File: config.mk
export PLATFORM = sky130hd
export DESIGN_NAME = divisor_tick
export DESIGN_NICKNAME = d
export VERILOG_FILES = /design/src/rtl/divisor_tick_pkg.sv /design/src/rtl/divisor_tick_detector_flanco.sv /design/src/rtl/divisor_tick.sv
export SDC_FILE = /design/constraint.sdc
export NUM_CORES = 1
export LEC_CHECK = 0
export CAP_MARGIN = 20
export CORE_MARGIN = 2
export CORE_UTILIZATION = 48
export DETAILED_ROUTE_END_ITERATION = 8
export PLACE_DENSITY = 0.81
export SYNTH_ARGS = -nofsm -noshare
export SYNTH_HDL_FRONTEND = slang
export SYNTH_SLANG_ARGS = --single-unit
File: constraint.sdc
create_clock -name clk -period 2.1 [get_ports clk]
set_input_delay 0.42 -clock clk [delete_from_list [all_inputs] [get_ports clk]]
set_output_delay 0.42 -clock clk [all_outputs]
set_load 0.05 [all_outputs]
File: src/rtl/divisor_tick_pkg.sv
// Shared state encoding and parameter defaults for the divisor_tick block.
package divisor_tick_pkg;

  localparam int W_DEFAULT           = 8;
  localparam int DIV_DEFAULT_DEFAULT = 2;

  typedef enum logic {
    IDLE = 1'b0,
    RUN  = 1'b1
  } state_e;

endpackage : divisor_tick_pkg

File: src/rtl/divisor_tick_detector_flanco.sv
// Rising-edge detector for the in_clk level; rise is combinational from the current sample.
// prev resets high to match the upstream divider's reset-high output.
module detector_flanco (
  input  logic clk,
  input  logic reset,
  input  logic in_clk,
  output logic rise
);

  logic prev_q;

  always_ff @(posedge clk or posedge reset) begin
    if (reset) begin
      prev_q <= 1'b1;
    end else begin
      prev_q <= in_clk;
    end
  end

  assign rise = in_clk & ~prev_q;

endmodule : detector_flanco

File: src/rtl/divisor_tick.sv
// Counts in_clk rising edges and emits a registered one-cycle tick every `limit` edges,
// toggling out_div on each tick; a load strobe re-arms the ratio and takes priority over edges.
module divisor_tick
  import divisor_tick_pkg::*;
#(
  parameter int W           = W_DEFAULT,
  parameter int DIV_DEFAULT = DIV_DEFAULT_DEFAULT
) (
  input  logic         clk,
  input  logic         reset,
  input  logic         in_clk,
  input  logic         en,
  input  logic         load,
  input  logic [W-1:0] div_val,
  output logic         tick,
  output logic         out_div,
  output logic         busy
);

  localparam logic [W-1:0] ONE       = W'(1);
  localparam logic [W-1:0] LIMIT_RST = (DIV_DEFAULT == 0) ? W'(1) : W'(DIV_DEFAULT);

  state_e       state_q, state_d;
  logic [W-1:0] count_q, count_d;
  logic [W-1:0] limit_q, limit_d;
  logic         tick_q, tick_d;
  logic         out_div_q, out_div_d;
  logic         rise;
  logic         count_en;

  detector_flanco u_detector (
    .clk    (clk),
    .reset  (reset),
    .in_clk (in_clk),
    .rise   (rise)
  );

  always_ff @(posedge clk or posedge reset) begin
    if (reset) begin
      state_q   <= IDLE;
      count_q   <= '0;
      limit_q   <= LIMIT_RST;
      tick_q    <= 1'b0;
      out_div_q <= 1'b0;
    end else begin
      state_q   <= state_d;
      count_q   <= count_d;
      limit_q   <= limit_d;
      tick_q    <= tick_d;
      out_div_q <= out_div_d;
    end
  end

  // Edges are only counted while running and enabled; a coincident load discards the edge.
  assign count_en = (state_q == RUN) && en && rise && !load;

  always_comb begin
    state_d   = state_q;
    count_d   = count_q;
    limit_d   = limit_q;
    tick_d    = 1'b0;
    out_div_d = out_div_q;

    case (state_q)
      IDLE:    if (en)  state_d = RUN;
      RUN:     if (!en) state_d = IDLE;
      default: state_d = IDLE;
    endcase

    if (load) begin
      limit_d = (div_val == '0) ? ONE : div_val;
      count_d = '0;
    end else if (count_en) begin
      if (count_q == limit_q - ONE) begin
        count_d   = '0;
        tick_d    = 1'b1;
        out_div_d = ~out_div_q;
      end else begin
        count_d = count_q + ONE;
      end
    end
  end

  assign tick    = tick_q;
  assign out_div = out_div_q;
  assign busy    = (state_q == RUN);

endmodule : divisor_tick

==> flow_summary.yaml <==
place:
  port-buffer-count: 15
  place_area_mm2: 0.00139
  routabilityCongestion: 0.822
  dp_hpwl_um: 1800
cts:
  numCtsBuffers: 3
  insertion_delay_ns: 0.30
  path_clk_slew_ns: 0.11
  cts_root_buf: "clkbuf_4"
  cts_tree: "done"
  clock-sinks: 20
  hold_buffers: 0
  htree_num_levels: 1
  ctsLongestPathBuffers: 2
global_route:
  grt_pass1_vias: 978
  grt_max_degree: 21
  grt_pass1_wl_um: 4210
  busiest_layer: "met2"
  gr-usage-all-layers_pct: 20.0
  antenna_found_initial: 0
  met3_usage_pct: 1.69
  gr-total-overflow: 0
  gr-usage-met2_pct: 35.4
  grt_use_met1_pct: 25.4
yosys:
  synth_top_family_by_area: "simple AND/OR/NAND/NOR gates"
  synthesis.instances: 116
  synth_xor_area_share_pct: 7.44
  yosysWarningCount: 0
  seq_area_frac_synth_pct: 42.7
  ys.flop_type: "dfrtp_1"
  ys_types: 38
  muxShareOfSynthArea_pct: 4.78
  synth_simple_gate_area_share_pct: 20.0
  synthTopCellsByCount: "18 x dfrtp_1, 16 x nand2_1, 9 x o21ai_0"
  syn_nets: 131
  synth_top_area_share_pct: 38.3
  ys_seq_elements: 20
  synth_edf_count: 0
  syn_area_mm2: 0.00118
  synthArstFlopShare_pct: 100
  synth_area_per_cell_um2: 10.1
  synth_adder_area_share_pct: 2.13
  yosysTopAreaCell: "dfrtp_1"
  synth_area_leaders: "dfrtp_1 38%, xnor2_1 6.0%, nand2_1 5.1%"
  yosysMostFrequentCell: "dfrtp_1"
  synth-compound-area-share_pct: 19.7
setup_path:
  cp-end-kind: "register"
  cpPeakStageDelay_ns: 0.56
  crit_fanout: 8
  crit_type: "reg -> reg"
  cpMaxStageDelayCell: "dfstp_2"
  crit_chain: "inv_1 > ha_2 > xnor2_1 > nor3_2 > o2111ai_4 > o21ai_4 > o211ai_1"
  crit_arrival_ns: 2.16
  critPathBufInv: 1
  worstPathRequired_ns: 2.29
  critical-path-top-delay-family: "compound AO/OA/AOI/OAI gates"
  cp-start-kind: "register"
timing:
  max_slew_margin_pct: 66.8
  max_slew.worst_pin.slew_ns: 0.497
  period_needed_ns: 1.97
  fin_crit_sh_pct: 93.8
  fin_skew_ns: 0.00170
  finalHoldViolCount: 0
  slew_violations: 0
  finalSetupViolations: 0
  fmax_ghz: 0.508
die:
  core_area_mm2: 0.00228
  initial_core_util_pct: 51.7
  boundaryPins: 16
  die-height_um: 53.5
  die_w_um: 53.5
  die_area_mm2: 0.00286
  std_cell_rows: 17
finish:
  post-route-util_pct: 67.2
  fin_nets: 157
  drive_gt1_share_pct: 28.4
  fin_area_mm2: 0.00153
  diodes: 0
  syn2layout_area_growth_pct: 30.0
power:
  total_power_mw: 0.924
  vdd_drop_max_mv: 0.611
  power_density_mw_per_mm2: 604
  leakage_nw: 0.601
flow_run:
  drv_cap: 0
run_status:
  status: "complete, no violations"
routing:
  firstDrtPassIters: 4
  viasPerCell: 5.78
  avgRoutedWirePerCell_um: 15.0
  first_iter_violations: 24
  ant_nets: 0
  drt-total-wl_um: 2530
  vias: 977
  drc: 0
min_path:
  holdCritPathClass: "in -> async"
-- worst register-to-register path, stage by stage, from the launching register on --
cell       delay [ns]
dfstp_2          0.56
inv_1            0.06
ha_2             0.25
xnor2_1          0.13
nor3_2           0.17
o2111ai_4        0.24
o21ai_4          0.31
o211ai_1         0.14
-- layout make-up --
| class | count | area (um2) |
|---|---|---|
| Fill cell | 149 | 746 |
| Multi-Input combinational cell | 86 | 691 |
| Sequential cell | 20 | 504 |
| Timing Repair Buffer | 25 | 225 |
| Tap cell | 28 | 35.0 |
| Clock inverter | 1 | 30.0 |
| Clock buffer | 3 | 22.5 |
| Inverter | 6 | 22.5 |
-- registers in the layout (all words and copies together), names as in the netlist --
register / flops
busy: 1
tick: 1
limit_q: 8
u_detector.prev_q: 1
out_div: 1
count_q: 8
-- repair_timing --
action	in CTS	in global routing
endpoints found under the setup margin	7	9
pin swaps	1	9
resized for setup	2	8
buffers inserted	0	4
gates cloned	0	0
-- cell families after synthesis --
kind of cell	count (synthesis)
and+or+nand+nor	42
AOI/OAI and AO/OA	27
DFF	20
xor gates and xnor gates	10
buffers and inverters	10
muxes	5
adders and majority gates	2
-- final timing paths --
path | start | end | slack (ns) | cells after the start
max in group asynchronous | reset | limit_q[1]$_DFFE_PP1P_ | 1.41 | 3
min in group clk | out_div$_DFFE_PP0P_ | out_div$_DFFE_PP0P_ | 0.48 | 1
min | reset | out_div$_DFFE_PP0P_ | 0.43 | 3
max | limit_q[1]$_DFFE_PP1P_ | count_q[3]$_DFFE_PP0P_ | 0.13 | 7
min reg2reg | out_div$_DFFE_PP0P_ | out_div$_DFFE_PP0P_ | 0.48 | 1
max reg2reg | limit_q[1]$_DFFE_PP1P_ | count_q[3]$_DFFE_PP0P_ | 0.13 | 7
-- per-layer routing --
| layer | vias up | part of all wire (%) | wire, um |
|---|---|---|---|
| met1 | 464 | 43 | 1080 |
| met2 | 36 | 52 | 1310 |
| met3 | 8 | 3.9 | 98 |
| met4 | 0 | 1.7 | 43 |
| met5 | - | 0 | 0 |
| li1 | 469 | - | - |
-- power breakdown --
part	internal, mW	total [mW]	switching, mW
logic	0.0915	0.179	0.0874
registers	0.405	0.430	0.0250
clock network	0.193	0.314	0.122
total	0.690	0.924	0.234
-- per-stage QoR --
step	setup TNS (ns)	hold WS (ns)	setup WS, ns	std cells
6_report	0	0.425	0.131	169
5_1_grt	-0.00810	0.460	-0.00810	169
4_1_cts	0	0.427	0.0113	165
3_5_place_dp	-0.0501	0.466	-0.0287	161
3_3_place_gp	0	0.458	0.0348	161
2_1_floorplan	0	0.382	0.102	116
-- layout by cell type (no fill, tap or decap), types with 2 or more instances in the layout --
| cell | instances |
|---|---|
| o311ai_2 | 3 |
| clkbuf_4 | 3 |
| inv_1 | 6 |
| dfrtp_1 | 17 |
| xor2_1 | 2 |
| dfstp_2 | 2 |
| mux2_2 | 5 |
| clkdlybuf4s50_1 | 15 |
| and3_1 | 2 |
| o211ai_1 | 4 |
| buf_4 | 10 |
| nor2_1 | 5 |
| xnor2_1 | 7 |
| or2_2 | 2 |
| o21ai_0 | 9 |
| nand3_1 | 4 |
| nand2_1 | 16 |
Power figures use the tool's default switching activity.
